File: src/rtl/switch_allocator_if.sv
// Allocator bundle: multicast requests and credits in; grants, crossbar selects,
// write strobes and the sticky credit error out.
interface switch_allocator_if #(
  parameter int P = 7
);
  logic [P*P-1:0] dest_port_req_all;
  logic [P*P-1:0] grant_dest_port_all;
  logic [P*P-1:0] out_sel;
  logic [P-1:0]   flit_out_wr;
  logic [P-1:0]   credit_in;
  logic           credit_err;

  // master = input-queue/crossbar side, slave = the allocator
  modport master (
    output dest_port_req_all, credit_in,
    input  grant_dest_port_all, out_sel, flit_out_wr, credit_err
  );

  modport slave (
    input  dest_port_req_all, credit_in,
    output grant_dest_port_all, out_sel, flit_out_wr, credit_err
  );
endinterface

File: src/rtl/switch_allocator.sv
// Per-output round-robin switch allocator with fully registered grants/selects.
// Define SA_CREDIT_EN to build downstream credit counters, credit gating and credit_err.
module switch_allocator #(
  parameter int P = 7,
  parameter int B = 4
) (
  input  logic              clk,
  input  logic              rst_n,
  switch_allocator_if.slave sa
);
  localparam int PW    = (P > 1) ? $clog2(P) : 1;
  localparam int DEPTH = 1 << B;

  logic [P-1:0][P-1:0]  req_by_out;   // [output][input]
  logic [P-1:0][P-1:0]  cand_sel;
  logic [P-1:0][PW-1:0] cand_ptr;
  logic [P-1:0]         credit_ok;
  logic [P-1:0]         win;
  logic [P*P-1:0]       grant_flat;

  logic [P-1:0][P-1:0]  sel_reg;
  logic [P-1:0]         flit_wr_reg;
  logic [P-1:0][PW-1:0] rr_ptr_reg;
  logic [P-1:0][PW-1:0] rr_ptr_next;

  genvar gi, gj;
  generate
    for (gi = 0; gi < P; gi++) begin : g_xpose
      for (gj = 0; gj < P; gj++) begin : g_bit
        assign req_by_out[gj][gi]    = sa.dest_port_req_all[gi*P + gj];
        assign grant_flat[gi*P + gj] = sel_reg[gj][gi];
      end
    end

    for (gi = 0; gi < P; gi++) begin : g_out
      logic [P-1:0]  sel_c;
      logic [PW-1:0] ptr_c;

      // Scan inputs starting at the pointer, wrapping modulo P (P need not be a power of two).
      always_comb begin
        logic [PW:0] idx;
        logic        found;
        sel_c = '0;
        ptr_c = rr_ptr_reg[gi];
        found = 1'b0;
        idx   = '0;
        for (int k = 0; k < P; k++) begin
          idx = {1'b0, rr_ptr_reg[gi]} + (PW+1)'(k);
          if (idx >= (PW+1)'(P)) idx = idx - (PW+1)'(P);
          if (!found && req_by_out[gi][idx[PW-1:0]]) begin
            found = 1'b1;
            sel_c[idx[PW-1:0]] = 1'b1;
            ptr_c = (idx == (PW+1)'(P-1)) ? '0 : idx[PW-1:0] + 1'b1;
          end
        end
      end

      assign cand_sel[gi]    = sel_c;
      assign cand_ptr[gi]    = ptr_c;
      assign win[gi]         = (|req_by_out[gi]) && credit_ok[gi];
      assign rr_ptr_next[gi] = win[gi] ? cand_ptr[gi] : rr_ptr_reg[gi];
    end
  endgenerate

  always_ff @(posedge clk or negedge rst_n) begin
    if (!rst_n) begin
      sel_reg     <= '0;
      flit_wr_reg <= '0;
      rr_ptr_reg  <= '0;
    end else begin
      for (int o = 0; o < P; o++) begin
        sel_reg[o] <= win[o] ? cand_sel[o] : '0;
      end
      flit_wr_reg <= win;
      rr_ptr_reg  <= rr_ptr_next;
    end
  end

  assign sa.grant_dest_port_all = grant_flat;
  assign sa.out_sel             = sel_reg;
  assign sa.flit_out_wr         = flit_wr_reg;

`ifdef SA_CREDIT_EN
  logic [P-1:0][B:0] credit_cnt_reg;
  logic              credit_err_reg;

  // A win and a returned credit in the same cycle cancel; a credit at full depth saturates.
  always_ff @(posedge clk or negedge rst_n) begin
    if (!rst_n) begin
      for (int o = 0; o < P; o++) begin
        credit_cnt_reg[o] <= (B+1)'(DEPTH);
      end
      credit_err_reg <= 1'b0;
    end else begin
      for (int o = 0; o < P; o++) begin
        if (win[o] && !sa.credit_in[o]) begin
          credit_cnt_reg[o] <= credit_cnt_reg[o] - 1'b1;
        end else if (!win[o] && sa.credit_in[o]) begin
          if (credit_cnt_reg[o] == (B+1)'(DEPTH)) begin
            credit_err_reg <= 1'b1;
          end else begin
            credit_cnt_reg[o] <= credit_cnt_reg[o] + 1'b1;
          end
        end
      end
    end
  end

  generate
    for (gi = 0; gi < P; gi++) begin : g_credit
      assign credit_ok[gi] = (credit_cnt_reg[gi] != '0);
    end
  endgenerate

  assign sa.credit_err = credit_err_reg;
`else
  logic unused_credit_in;
  assign unused_credit_in = ^sa.credit_in;
  assign credit_ok        = '1;
  assign sa.credit_err    = 1'b0;
`endif

endmodule

File: src/flat_wrapper.sv
// flat-port wrapper written by rule: the top's interface ports become plain ports
module switch_allocator_flat 
#(
  parameter int P = 7,
  parameter int B = 4
)
  (clk, rst_n, sa_dest_port_req_all, sa_credit_in, sa_grant_dest_port_all, sa_out_sel, sa_flit_out_wr, sa_credit_err);
  switch_allocator_if #(.P(P)) sa_i ();
  input  logic clk;
  input  logic rst_n;
  input wire logic [$bits(sa_i.dest_port_req_all)-1:0] sa_dest_port_req_all;
  input wire logic [$bits(sa_i.credit_in)-1:0] sa_credit_in;
  output wire logic [$bits(sa_i.grant_dest_port_all)-1:0] sa_grant_dest_port_all;
  output wire logic [$bits(sa_i.out_sel)-1:0] sa_out_sel;
  output wire logic [$bits(sa_i.flit_out_wr)-1:0] sa_flit_out_wr;
  output wire logic [$bits(sa_i.credit_err)-1:0] sa_credit_err;
  assign sa_i.dest_port_req_all = sa_dest_port_req_all;
  assign sa_i.credit_in = sa_credit_in;
  assign sa_grant_dest_port_all = sa_i.grant_dest_port_all;
  assign sa_out_sel = sa_i.out_sel;
  assign sa_flit_out_wr = sa_i.flit_out_wr;
  assign sa_credit_err = sa_i.credit_err;
  switch_allocator #(.P(P), .B(B)) u_core (.clk(clk), .rst_n(rst_n), .sa(sa_i));
endmodule
File: config.mk
export PLATFORM = sky130hd
export DESIGN_NAME = switch_allocator_flat
export DESIGN_NICKNAME = d
export VERILOG_FILES = /design/src/rtl/switch_allocator_if.sv /design/src/rtl/switch_allocator.sv /design/src/flat_wrapper.sv
export SDC_FILE = /design/constraint.sdc
export NUM_CORES = 1
export LEC_CHECK = 0
export CAP_MARGIN = 40
export CORE_MARGIN = 3
export CORE_UTILIZATION = 35
export CTS_BUF_LIST = sky130_fd_sc_hd__clkbuf_8 sky130_fd_sc_hd__clkbuf_16
export CTS_CLUSTER_SIZE = 20
export DETAILED_ROUTE_END_ITERATION = 6
export PLACE_DENSITY_LB_ADDON = 0.1
export SYNTH_ARGS = -nofsm -noshare
export SYNTH_HDL_FRONTEND = slang
export SYNTH_SLANG_ARGS = --single-unit
File: constraint.sdc
create_clock -name clk -period 6.9 [get_ports clk]
set_input_delay 1.38 -clock clk [delete_from_list [all_inputs] [get_ports clk]]
set_output_delay 1.38 -clock clk [all_outputs]
set_load 0.03 [all_outputs]
; Word-level counts from Yosys, hierarchy flattened
; Index checks and enable logic that the tools add are counted.
[op_classes]
n_addsub = 140
magnitude_cmp = 147
eq_ne = 49
muxes = 441
n_bitwise = 42
n_reduce_logical = 154
[ops]
columns = operator, count
row1 = 2-to-1 mux 7 bit, 56
row2 = 2-to-1 mux 3 bit, 98
row3 = bitwise OR 7 bit, 42
row4 = "== test 4 x 3 -> 1 bit, second input constant", 49
row5 = "less-than comparator 3 x 4 -> 1 bit, second input constant", 49
row6 = 2-to-1 mux 4 bit, 49
row7 = ">= comparator 4 x 3 -> 1 bit, second input constant", 42
row8 = "subtractor 4 x 3 -> 4 bit, second input constant", 42
row9 = "adder 3 x 1 -> 3 bit, second input constant", 49
row10 = binary-select mux 1 bit (select 3 bit), 49
row11 = demux 1 bit (select 3 bit), 49
row12 = ">= comparator 3 x 1 -> 1 bit, second input constant", 49
row13 = 2-to-1 mux 1 bit, 140
row14 = logical AND 1 bit, 91
row15 = "adder 3 x 3 -> 4 bit, second input constant", 21
row16 = "adder 3 x 2 -> 4 bit, second input constant", 14
row17 = nonzero test 7 bit, 7
row18 = OR reduction 7 bit, 7
row19 = logical NOT 1 bit, 42
row20 = "adder 3 x 1 -> 4 bit, second input constant", 7
row21 = "subtractor 3 x 3 -> 4 bit, second input constant", 7
row22 = ">= comparator 3 bit, second input constant", 7
row23 = AND reduction 2 bit, 7
[totals]
regBits = 77
inputBits = 58
out_inout_bits = 106
word_cells = 988

; Depth between registers and ports, before layout
; Gate-level depths: netlist of run 1.
[depth]
ltp_word = 24
mapped_depth = 19
depth_no_buf = 13

; Least setup slack after synthesis of run 1
; No wires, ideal clock.
[synth_timing]
kind = register to register
startpoint = reg u_core.rr_ptr_reg[15] (netlist bit)
endpoint = reg u_core.sel_reg (netlist bit u_core.sa.grant_dest_port_all[19])
setup_time_ps = 67
arrival_ps = 4345
required_ps = 6833
slack_ps = 2489
stages_incl_launch_ff = 18
path_buffers = 7
period_less_slack_ps = 4411
path_cell_list = dfrtp_1 buf_6 clkbuf_1 buf_1 clkbuf_1 clkbuf_1 nand2_1 ha_1 clkbuf_1 o21ai_1 xnor2_1 mux2_2 a221o_1 or2_1 buf_2 or4_1 and3_1 nand2_1
[synth_between]
elab_chain_len = 24
word_cells_on_any_way = 108
classes_between = add/sub: 13 / order compare: 21 / mux: 49 / bitwise: 6 / reduce/logical: 19
[synth_rtl]
columns = element, line
row1 = start: declaration, switch_allocator.sv:23  ; logic [P-1:0][PW-1:0] rr_ptr_reg;
row2 = start signal: assignment, switch_allocator.sv:75  ; rr_ptr_reg <= rr_ptr_next;
row3 = branches (longest 22 deep; another with adder 3 x 1 -> 4 bit), n/a
row4 = 2-to-1 mux 7 bit *, switch_allocator.sv:50  ; if (!found && req_by_out[gi][idx[PW-1:0]]) begin
row5 = 2-to-1 mux 7 bit *, switch_allocator.sv:72  ; sel_reg[o] <= win[o] ? cand_sel[o] : '0;
row6 = end signal: indexed assignment, switch_allocator.sv:72
row7 = end: declaration, switch_allocator.sv:21  ; logic [P-1:0][P-1:0] sel_reg;
; Every way passes the cells marked *. The select of a mux whose other input is x is not followed.
; A chain may end at the register's enable or synchronous reset.

; Final worst setup path of run 1
[layout_timing]
startpoint = reg u_core.rr_ptr_reg[16] (netlist bit)
endpoint = reg u_core.sel_reg (netlist bit u_core.sa.grant_dest_port_all[33])
; Same word-level chain as after synthesis.

==> reports/results.tsv, run 1 <==
metric	value	unit
measured slew at the worst slew-check pin	0.9218	ns
Synth area leader	dfrtp_1	
Gate Count Post-Synth	3003	
commonest non-fill, non-tap cell in the layout	nand2_1	
via count	23400	
ys async rst share	100.0	%
Net count, final	3065	
Mapped Area	0.02065	sq mm
Detail Route Antenna Nets	0	
ys flop type	dfrtp_1	
IO Pins	164	
# Post-CTS Setup Buffers	0	
drc violations	0	
GRT Total Usage	24.41	%
total CTS buffers	9	
GP Congestion	0.9673	
CTS Root Cell	clkbuf_16	
router iterations before antenna repair	6	
Most common cell on crit path	ha_1	
first-pass GRT wire length	125100	um
Clock Sinks	77	
first-iteration detailed-routing DRC count	2472	
CP peak stage delay	0.84	ns
Placed Area	0.02203	sq mm
synth top area cells	dfrtp_1 (9.3%), ha_1 (6.4%), mux2i_1 (5.6%)	
syn_area_per_cell	6.877	sq um
max reg flops	49	
Clock Path Buffers	2	
Chip Width	248.9	um
Crit Path Max Fanout	17	
Max Cap Violations	0	
Clock transition at path regs	0.07	ns
RSZ-0062 raised after global routing	no	
DR vias/cell	6.381	
hold-fix buffers at CTS	0	
final WL	79230	um
largest net degree at the start of global routing	77	
clock skew	0.01568	ns
vias in the first global route	21830	
fraction of layout cells with a size suffix above 1	6.588	%
H-Tree Depth	3	
HP Start	u_core.rr_ptr_reg[7]	
setup TNS	0	ns
Yosys warning count	0	
# setup viols final	0	
critical path required time	7.22	ns
post-synth top area share	9.331	%
number of flops mapped to enable cells by yosys	0	
period utilization	75.00	%
status	finished clean	
Die Span Y	248.9	um
critical path class	flop to flop	
post-CTS sizing	0	
fin area	0.02232	sq mm
Hold/Removal Path Class	flop to flop	
Final Hold Fails	0	
Synth Net Count	3174	
Initial Util	35.59	%
Fmax achieved	193.2	MHz
CP startpoint	u_core.rr_ptr_reg[16]	
dpl ws	1.680	ns
PortBufs	155	
number of distinct library cells after synthesis	113	
Arrival @ worst endpoint	5.49	ns
FF-to-FF Start	u_core.rr_ptr_reg[16]	
DIE AREA	0.06195	sq mm
CTS tree	yes	
most frequent cells in the layout	nand2_1 (286), nor2_1 (258), o21ai_0 (210)	
Period minus WS final	5.175	ns
Rel. slew slack	38.18	%
Max stage delay cell, worst path	dfrtp_1	
Worst setup EP type	flop	
core area	0.05803	sq mm
Area Overhead vs Synth	8.076	%
DP HPWL	57790	um
row cnt	88	
Seq/Total Area, Yosys	9.331	%
WL/cell	21.61	um
final hold slack	0.7600	ns
CP Cell Sequence	inv_2 -> ha_1 -> nand2_1 -> ha_1 -> o21ai_1 -> xnor2_1 -> mux2_2 -> a221o_1 -> or2_1 -> nand3b_1 -> o311ai_0 -> a211o_1	
Final WS setup	1.725	ns
Worst-Skew Late Latency	0.39	ns
CP Launch Type	flop	
FF+latch count, synth	77	
GRT Residual Overflow	0	
Slew Limit Fails	0	
initial antenna violation count	2	
## stage by stage
stage | instances | utilization, %
6_report | 3667 | 38.46
5_1_grt | 3664 | 38.45
3_3_place_gp | 3645 | 37.90
4_1_cts | 3664 | 38.45
3_5_place_dp | 3648 | 37.97
2_1_floorplan | 3003 | -
## kinds of logic (layout without fill, tap and decap cells)
logic type,Yosys count,count (layout),share of synthesized area [%]
flip-flops,77,77,9.331
other,1,4,0.01816
multiplexers,175,175,10.28
buffers and inverters,420,316,8.973
AO/OA/AOI/OAI,991,991,32.93
XOR/XNOR,75,75,3.272
adder cells (fa/ha/maj),113,113,7.101
AND/OR/NAND/NOR,1151,1151,28.10
## Yosys cell counts (all sizes together) (18+ instances only)
master,number
o211ai,48
nor2b,49
nor3,126
buf,132
ha,106
inv,96
nand3,107
o22ai,35
nand3b,33
nand2b,76
and3,34
nor4,26
or2,23
a211oi,60
mux4,26
mux2,33
or3,20
nand2,287
a221oi,20
o221ai,33
a31oi,51
clkbuf,186
nand4,22
o21ai,214
a22oi,21
a21boi,21
nor2,258
and2,24
dfrtp,77
nor3b,18
a221o,21
xor2,24
a32oi,20
mux2i,116
a21oi,193
o31ai,28
xnor2,51
## metal layers
layer | share of wire, % | GRT usage (%) | vias to the layer above
met5 | 0 | 0 | -
li1 | - | - | 11020
met1 | 44 | 33.57 | 11230
met4 | 3.2 | 9.088 | 0
met2 | 46 | 39.53 | 993
met3 | 6.3 | 2.422 | 159
## cell type report
cell class / count / area, sq um
diodes: 3 / 7.507
clock buffers: 9 / 225.2
clock inverters: 7 / 56.30
fillers: 6061 / 35710
inverters: 102 / 382.9
multi-input cells: 2506 / 16870
flip-flops and latches: 77 / 1933
well taps: 765 / 957.2
repair buffers: 198 / 1886
## path summary, 6_finish.rpt
check,slack (ns),to,depth (start not counted)
max,1.72,u_core.sa.grant_dest_port_all[33],12
min,0.76,u_core.rr_ptr_reg[7],2
max reg2reg,1.72,u_core.sa.grant_dest_port_all[33],12
min reg2reg,0.76,u_core.rr_ptr_reg[7],2
max in group asynchronous,5.12,u_core.rr_ptr_reg[15],3
min in group asynchronous,0.88,u_core.sa.grant_dest_port_all[41],1
## critical path, delay by kind of cell (launching register included)
| family | cells | cell delay (ns) |
|---|---|---|
| fa+ha+maj | 2 | 0.94 |
| compound gates | 4 | 1.26 |
| xor+xnor | 1 | 0.55 |
| simple gates | 3 | 0.76 |
| mux | 1 | 0.41 |
| flops | 1 | 0.84 |
| buf+inv | 1 | 0.35 |
Power of run 1 is left out: the tool's default activity adds up to more than one toggle a clock period on the data nets, which glitch-free logic cannot reach.
==> inputs of run 2 (changes only) <==
clock period = 5.35 ns   (was 6.9 ns; I/O delays follow)
==> reports/results.tsv, run 2 (synthesized netlist as in run 1, its figures left out) <==
metric	value	unit	change
Clock Sinks	77		unchanged
Placed Area	0.02262	sq mm	was 0.02203 sq mm
Hold/Removal Path Class	flop to flop		unchanged
row cnt	88		unchanged
Worst-Skew Late Latency	0.39	ns	about the same
fraction of layout cells with a size suffix above 1	9.161	%	was 6.588%
FF-to-FF Start	u_core.rr_ptr_reg[18]		was u_core.rr_ptr_reg[16]
met2 Use GR	39.83	%	was 39.53%
status	finished clean		unchanged
Net count, final	3146		was 3065
global routing's busiest layer	met2		unchanged
CP Launch Type	flop		unchanged
Slew Limit Fails	0		unchanged
# Post-CTS Setup Buffers	0		unchanged
period utilization	87.83	%	was 75.00%
hold path cells	2		unchanged
critical path class	flop to flop		unchanged
Reg2Reg Depth	13		was 12
Clock transition at path regs	0.08	ns	was 0.07 ns
initial antenna violation count	2		unchanged
CTS Root Cell	clkbuf_16		unchanged
most frequent cells in the layout	nand2_1 (286), nor2_1 (258), o21ai_0 (210)		unchanged
final WL	81120	um	was 79230 um
Arrival @ worst endpoint	4.99	ns	was 5.49 ns
CTS tree	yes		unchanged
HP Start	u_core.rr_ptr_reg[2]		was u_core.rr_ptr_reg[7]
DIE AREA	0.06195	sq mm	unchanged
PortBufs	155		unchanged
fin area	0.02293	sq mm	was 0.02232 sq mm
met3 usage	2.255	%	was 2.422%
clock skew	0.01184	ns	was 0.01568 ns
largest net degree at the start of global routing	53		was 77
GRT Total Usage	24.60	%	was 24.41%
drc violations	0		unchanged
DP HPWL	60560	um	was 57790 um
Clock Path Buffers	2		unchanged
CP startpoint	u_core.rr_ptr_reg[18]		was u_core.rr_ptr_reg[16]
setup TNS	0	ns	unchanged
Detail Route Antenna Nets	0		unchanged
GP Congestion	0.9512		was 0.9673
router iterations before antenna repair	6		unchanged
Final Hold Fails	0		unchanged
total CTS buffers	9		unchanged
post-CTS sizing	0		unchanged
critical path required time	5.64	ns	was 7.22 ns
first-pass GRT wire length	125800	um	was 125100 um
Initial Util	35.59	%	unchanged
Area Overhead vs Synth	11.06	%	was 8.076%
Period minus WS final	4.699	ns	was 5.175 ns
vias in the first global route	21930		was 21830
Rel. slew slack	36.19	%	was 38.18%
hold-fix buffers at CTS	0		unchanged
max reg flops	49		unchanged
Die Span Y	248.9	um	unchanged
first-iteration detailed-routing DRC count	2561		was 2472
RSZ-0062 raised after global routing	no		unchanged
H-Tree Depth	3		unchanged
Max Cap Violations	0		unchanged
commonest non-fill, non-tap cell in the layout	nand2_1		unchanged
measured slew at the worst slew-check pin	0.9305	ns	was 0.9218 ns
IO Pins	164		unchanged
Chip Width	248.9	um	unchanged
Fmax achieved	212.8	MHz	was 193.2 MHz
WL/cell	21.65	um	was 21.61 um
Worst setup EP type	flop		unchanged
Crit Path Max Fanout	17		unchanged
core area	0.05803	sq mm	unchanged
GRT Residual Overflow	0		unchanged
via count	23960		was 23400
# setup viols final	0		unchanged
DR vias/cell	6.394		was 6.381
met1 Track Usage GR	33.81	%	was 33.57%
## run 2: layout make-up
cell class | instances | area, sq um
fill | 6034 | 35090
clock inverter | 7 | 82.58
sequential | 77 | 1933
tap | 765 | 957.2
antenna | 2 | 5.005
timing repair buffer | 279 | 2477
multi-input combinational | 2506 | 16870
inverter | 102 | 382.9
clock buffer | 9 | 225.2
## run 2: per-layer routing
layer	wire length, um	vias up	part of all wire, %
li1	-	11170	-
met1	35710	11550	44
met2	37400	1075	46
met3	5380	162	6.6
met4	2608	2	3.2
met5	13	-	0.016
## run 2: final timing paths
path	end	slack [ns]
worst max-delay path	u_core.sa.grant_dest_port_all[34]	0.65
worst max register to register	u_core.sa.grant_dest_port_all[34]	0.65
min in group asynchronous	u_core.rr_ptr_reg[19]	0.76
worst min register to register	u_core.rr_ptr_reg[2]	0.58
worst min-delay path	u_core.rr_ptr_reg[2]	0.58
max in group asynchronous	u_core.rr_ptr_reg[15]	3.63
## run 2: metrics by stage
stage / hold WS [ns] / setup WS, ns / util [%] / cells
after detailed placement: 0.5656 / 0.6341 / 38.99 / 3729
after floorplan: 0.7456 / 0.9387 / - / 3003
final: 0.5847 / 0.6512 / 39.52 / 3747
after CTS: 0.5841 / 0.6462 / 39.52 / 3745
after global placement: 0.5614 / 0.6364 / 38.98 / 3728
after global routing: 0.6422 / 0.3369 / 39.52 / 3745
## run 2: worst max-delay path: stages, from the launching register on
cell and delay, ns:
dfrtp_1 0.52, buf_4 0.29, ha_1 0.31, inv_1 0.08, fa_1 0.59, mux2i_1 0.56, mux2i_1 0.25, o221ai_1 0.13
o31a_1 0.20, or4_4 0.52, or4_1 0.69, nor3_1 0.25, a211oi_1 0.11, o31ai_1 0.10
Power of run 2 is left out for the same reason.
